--- src/rtl/unified_mem_arbiter_pkg.sv ---
// Shared codes for the unified instruction/data memory arbiter.
// Access sizes, owner tags, FSM states and counter sizing helper.
package unified_mem_arbiter_pkg;

    localparam logic [1:0] SZ_BYTE = 2'b00;
    localparam logic [1:0] SZ_HALF = 2'b01;
    localparam logic [1:0] SZ_WORD = 2'b10;

    localparam int STREAK_W = 4;

    typedef enum logic {
        OWN_IF = 1'b0,
        OWN_D  = 1'b1
    } owner_t;

    typedef enum logic {
        ST_IDLE = 1'b0,
        ST_WAIT = 1'b1
    } state_t;

    function automatic int cnt_width(input int rd_lat);
        return (rd_lat > 1) ? $clog2(rd_lat) : 1;
    endfunction

endpackage

--- src/rtl/unified_mem_arbiter_if.sv ---
// Fetch, load/store and memory-side signals of the unified arbiter.
// master = requesters plus memory model, slave = arbiter.
interface unified_mem_arbiter_if;

    logic        if_req;
    logic [31:0] if_addr;
    logic        if_gnt;
    logic        if_rvalid;
    logic [31:0] if_rdata;

    logic        d_req;
    logic        d_we;
    logic [31:0] d_addr;
    logic [31:0] d_wdata;
    logic [1:0]  d_size;
    logic        d_gnt;
    logic        d_rvalid;
    logic [31:0] d_rdata;

    logic        mem_en;
    logic        mem_we;
    logic [31:0] mem_addr;
    logic [31:0] mem_wdata;
    logic [1:0]  mem_size;
    logic [31:0] mem_rdata;
    logic        busy;

    modport master (
        output if_req, if_addr,
        output d_req, d_we, d_addr, d_wdata, d_size,
        output mem_rdata,
        input  if_gnt, if_rvalid, if_rdata,
        input  d_gnt, d_rvalid, d_rdata,
        input  mem_en, mem_we, mem_addr, mem_wdata, mem_size,
        input  busy
    );

    modport slave (
        input  if_req, if_addr,
        input  d_req, d_we, d_addr, d_wdata, d_size,
        input  mem_rdata,
        output if_gnt, if_rvalid, if_rdata,
        output d_gnt, d_rvalid, d_rdata,
        output mem_en, mem_we, mem_addr, mem_wdata, mem_size,
        output busy
    );

endinterface

--- src/rtl/mem_arb_pick.sv ---
// Combinational winner selector for one issue slot.
// Data wins by default; fetch wins when the data streak hits its cap.
module mem_arb_pick (
    input  logic if_req,
    input  logic d_req,
    input  logic streak_max,
    input  logic slot_free,
    output logic if_gnt,
    output logic d_gnt
);

    logic force_if;

    assign force_if = if_req & streak_max;
    assign d_gnt    = slot_free & d_req & ~force_if;
    assign if_gnt   = slot_free & if_req & (~d_req | force_if);

endmodule

--- src/rtl/unified_mem_arbiter.sv ---
// Single-ported memory arbiter between fetch and load/store.
// Tracks one outstanding read for RD_LAT cycles and routes rvalid.
module unified_mem_arbiter
    import unified_mem_arbiter_pkg::*;
#(
    parameter int RD_LAT     = 1,
    parameter int MAX_STREAK = 4
) (
    input  logic                  clk,
    input  logic                  rst,
    unified_mem_arbiter_if.slave  bus
);

    localparam int CW = cnt_width(RD_LAT);
    localparam logic [CW-1:0] CNT_LOAD = CW'(RD_LAT - 1);
    localparam logic [STREAK_W-1:0] STREAK_CAP = STREAK_W'(MAX_STREAK);

    state_t              state_q, state_d;
    owner_t              owner_q, owner_d;
    logic [CW-1:0]       cnt_q, cnt_d;
    logic [STREAK_W-1:0] streak_q, streak_d;

    logic slot_free;
    logic ret_cycle;
    logic if_gnt;
    logic d_gnt;
    logic rd_gnt;

    // The return cycle doubles as a free slot so reads issue back-to-back.
    always_comb begin
        slot_free = ~rst & ((state_q == ST_IDLE) | (cnt_q == '0));
        ret_cycle = ~rst & (state_q == ST_WAIT) & (cnt_q == '0);
    end

    mem_arb_pick u_pick (
        .if_req     (bus.if_req),
        .d_req      (bus.d_req),
        .streak_max (streak_q == STREAK_CAP),
        .slot_free  (slot_free),
        .if_gnt     (if_gnt),
        .d_gnt      (d_gnt)
    );

    assign rd_gnt = if_gnt | (d_gnt & ~bus.d_we);

    always_comb begin
        state_d  = state_q;
        cnt_d    = cnt_q;
        owner_d  = owner_q;
        streak_d = streak_q;
        if (state_q == ST_WAIT && cnt_q != '0) begin
            cnt_d = cnt_q - CW'(1);
        end else if (rd_gnt) begin
            state_d = ST_WAIT;
            cnt_d   = CNT_LOAD;
            owner_d = if_gnt ? OWN_IF : OWN_D;
        end else begin
            state_d = ST_IDLE;
            cnt_d   = '0;
        end
        if (!bus.if_req || if_gnt) begin
            streak_d = '0;
        end else if (d_gnt && streak_q != '1) begin
            streak_d = streak_q + STREAK_W'(1);
        end
    end

    always_ff @(posedge clk) begin
        if (rst) begin
            state_q  <= ST_IDLE;
            cnt_q    <= '0;
            owner_q  <= OWN_IF;
            streak_q <= '0;
        end else begin
            state_q  <= state_d;
            cnt_q    <= cnt_d;
            owner_q  <= owner_d;
            streak_q <= streak_d;
        end
    end

    assign bus.if_gnt    = if_gnt;
    assign bus.d_gnt     = d_gnt;
    assign bus.mem_en    = if_gnt | d_gnt;
    assign bus.mem_we    = d_gnt & bus.d_we;
    assign bus.mem_addr  = d_gnt ? bus.d_addr : bus.if_addr;
    assign bus.mem_wdata = bus.d_wdata;
    assign bus.mem_size  = d_gnt ? bus.d_size : SZ_WORD;

    assign bus.if_rvalid = ret_cycle & (owner_q == OWN_IF);
    assign bus.d_rvalid  = ret_cycle & (owner_q == OWN_D);
    assign bus.if_rdata  = bus.mem_rdata;
    assign bus.d_rdata   = bus.mem_rdata;
    assign bus.busy      = (state_q == ST_WAIT);

endmodule

--- src/flat_wrapper.sv ---
// flat-port wrapper written by rule: the top's interface ports become plain ports
module unified_mem_arbiter_flat import unified_mem_arbiter_pkg::*;
#(
    parameter int RD_LAT     = 1,
    parameter int MAX_STREAK = 4
)
  (clk, rst, bus_if_req, bus_if_addr, bus_d_req, bus_d_we, bus_d_addr, bus_d_wdata, bus_d_size, bus_mem_rdata, bus_if_gnt, bus_if_rvalid, bus_if_rdata, bus_d_gnt, bus_d_rvalid, bus_d_rdata, bus_mem_en, bus_mem_we, bus_mem_addr, bus_mem_wdata, bus_mem_size, bus_busy);
  unified_mem_arbiter_if bus_i ();
  input  logic clk;
  input  logic rst;
  input wire logic [$bits(bus_i.if_req)-1:0] bus_if_req;
  input wire logic [$bits(bus_i.if_addr)-1:0] bus_if_addr;
  input wire logic [$bits(bus_i.d_req)-1:0] bus_d_req;
  input wire logic [$bits(bus_i.d_we)-1:0] bus_d_we;
  input wire logic [$bits(bus_i.d_addr)-1:0] bus_d_addr;
  input wire logic [$bits(bus_i.d_wdata)-1:0] bus_d_wdata;
  input wire logic [$bits(bus_i.d_size)-1:0] bus_d_size;
  input wire logic [$bits(bus_i.mem_rdata)-1:0] bus_mem_rdata;
  output wire logic [$bits(bus_i.if_gnt)-1:0] bus_if_gnt;
  output wire logic [$bits(bus_i.if_rvalid)-1:0] bus_if_rvalid;
  output wire logic [$bits(bus_i.if_rdata)-1:0] bus_if_rdata;
  output wire logic [$bits(bus_i.d_gnt)-1:0] bus_d_gnt;
  output wire logic [$bits(bus_i.d_rvalid)-1:0] bus_d_rvalid;
  output wire logic [$bits(bus_i.d_rdata)-1:0] bus_d_rdata;
  output wire logic [$bits(bus_i.mem_en)-1:0] bus_mem_en;
  output wire logic [$bits(bus_i.mem_we)-1:0] bus_mem_we;
  output wire logic [$bits(bus_i.mem_addr)-1:0] bus_mem_addr;
  output wire logic [$bits(bus_i.mem_wdata)-1:0] bus_mem_wdata;
  output wire logic [$bits(bus_i.mem_size)-1:0] bus_mem_size;
  output wire logic [$bits(bus_i.busy)-1:0] bus_busy;
  assign bus_i.if_req = bus_if_req;
  assign bus_i.if_addr = bus_if_addr;
  assign bus_i.d_req = bus_d_req;
  assign bus_i.d_we = bus_d_we;
  assign bus_i.d_addr = bus_d_addr;
  assign bus_i.d_wdata = bus_d_wdata;
  assign bus_i.d_size = bus_d_size;
  assign bus_i.mem_rdata = bus_mem_rdata;
  assign bus_if_gnt = bus_i.if_gnt;
  assign bus_if_rvalid = bus_i.if_rvalid;
  assign bus_if_rdata = bus_i.if_rdata;
  assign bus_d_gnt = bus_i.d_gnt;
  assign bus_d_rvalid = bus_i.d_rvalid;
  assign bus_d_rdata = bus_i.d_rdata;
  assign bus_mem_en = bus_i.mem_en;
  assign bus_mem_we = bus_i.mem_we;
  assign bus_mem_addr = bus_i.mem_addr;
  assign bus_mem_wdata = bus_i.mem_wdata;
  assign bus_mem_size = bus_i.mem_size;
  assign bus_busy = bus_i.busy;
  unified_mem_arbiter #(.RD_LAT(RD_LAT), .MAX_STREAK(MAX_STREAK)) u_core (.clk(clk), .rst(rst), .bus(bus_i));
endmodule
--- config.mk ---
export PLATFORM = sky130hd
export DESIGN_NAME = unified_mem_arbiter_flat
export DESIGN_NICKNAME = d
export VERILOG_FILES = /design/src/rtl/unified_mem_arbiter_pkg.sv /design/src/rtl/unified_mem_arbiter_if.sv /design/src/rtl/mem_arb_pick.sv /design/src/rtl/unified_mem_arbiter.sv /design/src/flat_wrapper.sv
export SDC_FILE = /design/constraint.sdc
export NUM_CORES = 1
export LEC_CHECK = 0
export ABC_AREA = 1
export BUFFER_PORTS_ARGS = -buffer_cell sky130_fd_sc_hd__buf_2
export CAP_MARGIN = 20
export CELL_PAD_IN_SITES_DETAIL_PLACEMENT = 1
export CELL_PAD_IN_SITES_GLOBAL_PLACEMENT = 2
export CORE_ASPECT_RATIO = 1.4
export CORE_UTILIZATION = 10
export CTS_CLUSTER_DIAMETER = 60
export DETAILED_ROUTE_END_ITERATION = 7
export PLACE_DENSITY_LB_ADDON = 0.1
export RECOVER_POWER = 100
export SLEW_MARGIN = 30
export SYNTH_ARGS = -nofsm -noshare
export SYNTH_HDL_FRONTEND = slang
export SYNTH_HIERARCHICAL = 1
export SYNTH_SLANG_ARGS = --single-unit
--- constraint.sdc ---
create_clock -name clk -period 2.15 [get_ports clk]
set_input_delay 0.43 -clock clk [delete_from_list [all_inputs] [get_ports clk]]
set_output_delay 0.43 -clock clk [all_outputs]
set_load 0.1 [all_outputs]
==> metrics.md <==
| Metric | Value |
|---|---|
| Worst setup SP type | `flop` |
| Outcome | `completed` |
| Max cap viols | `0` |
| WS Path Type | `flop to output port` |
| Synth Cell Area | `1540 um2` |
| #FFs+latches synth | `7` |
| Longest Clk Path Bufs | `2` |
| DR pass1 iterations | `4` |
| Met3 GRT Util | `0.0205` |
| Vias | `around 1700` |
| Met1 Use GR | `0.0758` |
| Worst-case vdd ir drop | `around 0.19 mV` |
| Min cycle time layout | `around 2.1 ns` |
| RSZ-0062 raised after global routing | `yes` |
| Top-Level Pins | `272` |
| Share of layout cells above drive strength 1 | `0.876` |
| Number of remaining DRC errors | `0` |
| Finished Cell Area | `3860 um2` |
| Measured slew at the worst slew-check pin | `0.545 ns` |
| Highest fanout seen on the critical path | `7` |
| Placed instance area | `2910 um2` |
| P per Cell Area | `447 nW/um2` |
| Initial Util | `0.103` |
| Setup crit end kind | `output port` |
| Synthesized instance count | `263` |
| Ys Warns | `6` |
| CTS buffer count | `3` |
| Post-DR wirelength/cell | `13.0 um` |
| Fillers | `1701` |
| Chip Width | `roughly 110 um` |
| Synth area leaders | `buf_4, nand2_1, dfxtp_1, inv_1, a21oi_1` |
| First-pass GRT wire length | `9.54 mm` |
| Area growth, synth to finish | `150%` |
| CP required | `1.72 ns` |
| Initial DRC count | `29` |
| Static Leak | `around 1.6 nW` |
| Yosys top cell by area | `buf_4` |
| Clock Tree Root | `clkbuf_16` |
| Post-synthesis net count | `400` |
| Post-synthesis sequential area ratio | `0.0908` |
| Global-route usage over all layers | `0.0785` |
| Final hold violations | `0` |
| Max Clk Rate | `0.468 GHz` |
| Slew headroom | `0.638` |
| CTS tree | `built` |
| DP HPWL | `5.15 mm` |
| Hold WS | `0.512 ns` |
| Worst Skew | `0.00274 ns` |
| Die H | `~150 um` |
| Final Core Density | `0.257` |
| Routed WL | `6.37 mm` |
| Synthesized area per cell | `a little under 6 um2` |
| Core box area | `15100 um2` |
| Final setup viols | `0` |
| Antenna diode count | `0` |
| Post-Place Setup Slack | `-0.0353 ns` |
| Synth top area share | `0.486` |
| I/O Buffers | `111` |
| Final ANT Viol Nets | `0` |
| Largest net degree at the start of global routing | `9` |
| Clk slew on worst S/H paths | `0.04 ns` |
| Total design power | `around 1.7 mW` |
| Post-route setup slack | `0.0123 ns` |
| Nets | `437` |
| Routed vias/inst | `approximately 3.4` |
| Arr. time, crit path | `1.71 ns` |
| Htree depth | `1` |
| Skew-Pair Late Insertion Delay | `0.23 ns` |
| Cell variety after synth | `19` |
| Gr busiest metal | `met2` |
| Hold WC Path Type | `flop to flop` |
| Clk sinks | `7` |
| Fin. max-slew vios | `0` |
| Met2 Track Usage GR | `0.149` |
| Initial antenna violation count | `1` |
| Tcrit/Tclk final | `0.994` |
| # hold bufs at CTS | `0` |
| Row count | `53` |
| Die ar. | `15900 um2` |
| Grt ovf | `0` |
| Vias in the first global route | `1757` |
| Gpl congestion | `slightly below 0.7` |
-- flip-flops by register name, summed over array words and instances, names as in the netlist --
signal,flops
u_core/cnt_q,1
u_core/owner_q,1
u_core/streak_q,4
u_core/bus.busy,1
-- routing by layer --
| layer | part of all wire | vias up | wire length, um |
|---|---|---|---|
| met1 | 0.31 | 755 | 1980 |
| met3 | 0.089 | 43 | 566 |
| met4 | 0.047 | 2 | 297 |
| met2 | 0.55 | 87 | 3530 |
| li1 | - | 770 | - |
| met5 | 0.0013 | - | 8 |
-- cells in the mapped netlist --
cell type  count
dfxtp_1        7
a21oi_1        5
ha_1           2
nand3b_1       1
nor2_1         4
inv_1         11
nand2_1      116
nand3_2        1
buf_4        100
conb_1         1
a21oi_2        2
buf_2          3
or2_2          1
inv_2          1
xor2_1         1
nand2_2        2
o21ai_0        1
nand4_1        1
nand3_1        3
-- cell usage in the layout (no fill, tap or decap) --
cell,instances
clkbuf_16,3
buf_12,45
ha_4,1
nand3_2,1
xor2_1,1
o21ai_0,1
inv_1,5
a21oi_4,2
buf_6,2
clkinv_2,1
nand4_1,1
nand2_1,16
ha_1,1
nand2_4,37
nand2_2,10
buf_8,3
nor2_2,2
buf_4,10
inv_12,1
nand2_8,55
a21oi_2,1
or2_4,1
inv_2,4
nor2_4,2
buf_16,3
nand3b_1,1
buf_2,70
conb_1,1
dfxtp_2,3
inv_6,1
nand3_1,3
dfxtp_4,1
dfxtp_1,3
clkinvlp_4,2
clkbuf_2,1
a21oi_1,4
-- worst paths after layout --
kind                                          from                 end  depth (start not counted)  slack (ns)
worst max-delay path            u_core/streak_q[1]    bus_mem_addr[26]                         11        0.01
worst max register to register  u_core/streak_q[1]  u_core/streak_q[0]                         13        0.28
worst min-delay path                u_core/owner_q      u_core/owner_q                          2        0.51
worst min register to register      u_core/owner_q      u_core/owner_q                          2        0.51
-- kinds of logic after synthesis --
group / after synthesis / share of synthesized area
and+or+nand+nor: 129 / 0.329
other: 1 / 0.00243
AOI/OAI and AO/OA: 8 / 0.0308
xor gates and xnor gates: 1 / 0.00567
adders and majority gates: 2 / 0.0162
buffers and inverters: 115 / 0.525
DFF: 7 / 0.0908
-- final cells by class --
| type | instances | area, um2 | area share |
|---|---|---|---|
| timing repair buffer | 134 | 1480 | 0.384 |
| inverter | 12 | 57.6 | 0.0149 |
| clock inverter | 1 | 5.00 | 0.00130 |
| clock buffer | 3 | 75.1 | 0.0194 |
| timing repair inverter | 1 | 16.3 | 0.00421 |
| sequential | 7 | 148 | 0.0382 |
| tap | 192 | 240 | 0.0622 |
| multi-input combinational | 141 | 1840 | 0.476 |
-- critical path: stages (launching register included) --
cell	delay, ns
dfxtp_2	0.33
inv_2	0.04
ha_4	0.15
nand2_4	0.06
nor2_4	0.04
a21oi_4	0.14
buf_12	0.18
inv_12	0.06
buf_12	0.15
nand2_4	0.08
nand2_8	0.05
buf_12	0.15
-- through the flow --
| stage | instances | setup TNS [ns] |
|---|---|---|
| finish | 491 | 0 |
| global route | 491 | -1.52 |
| CTS | 491 | -1.26 |
| detailed placement | 476 | -0.175 |
| global placement | 476 | -0.0682 |
| floorplan | 263 | -11.65 |
-- where the power goes --
group          leakage (nW)  switching (mW)  total (mW)  internal [mW]
Sequential           0.0588         0.00331       0.138          0.135
Clock                0.0409          0.0732       0.317          0.244
Combinational          1.54           0.790        1.27          0.483
-- repair_timing --
action / 4_1_cts / 5_1_grt
setup endpoints to repair: 37 / 36
setup buffers: 7 / 3
cloned: 4 / 0
pin swaps: 17 / 6
gates resized for setup: 122 / 47
Power figures use the tool's default switching activity.
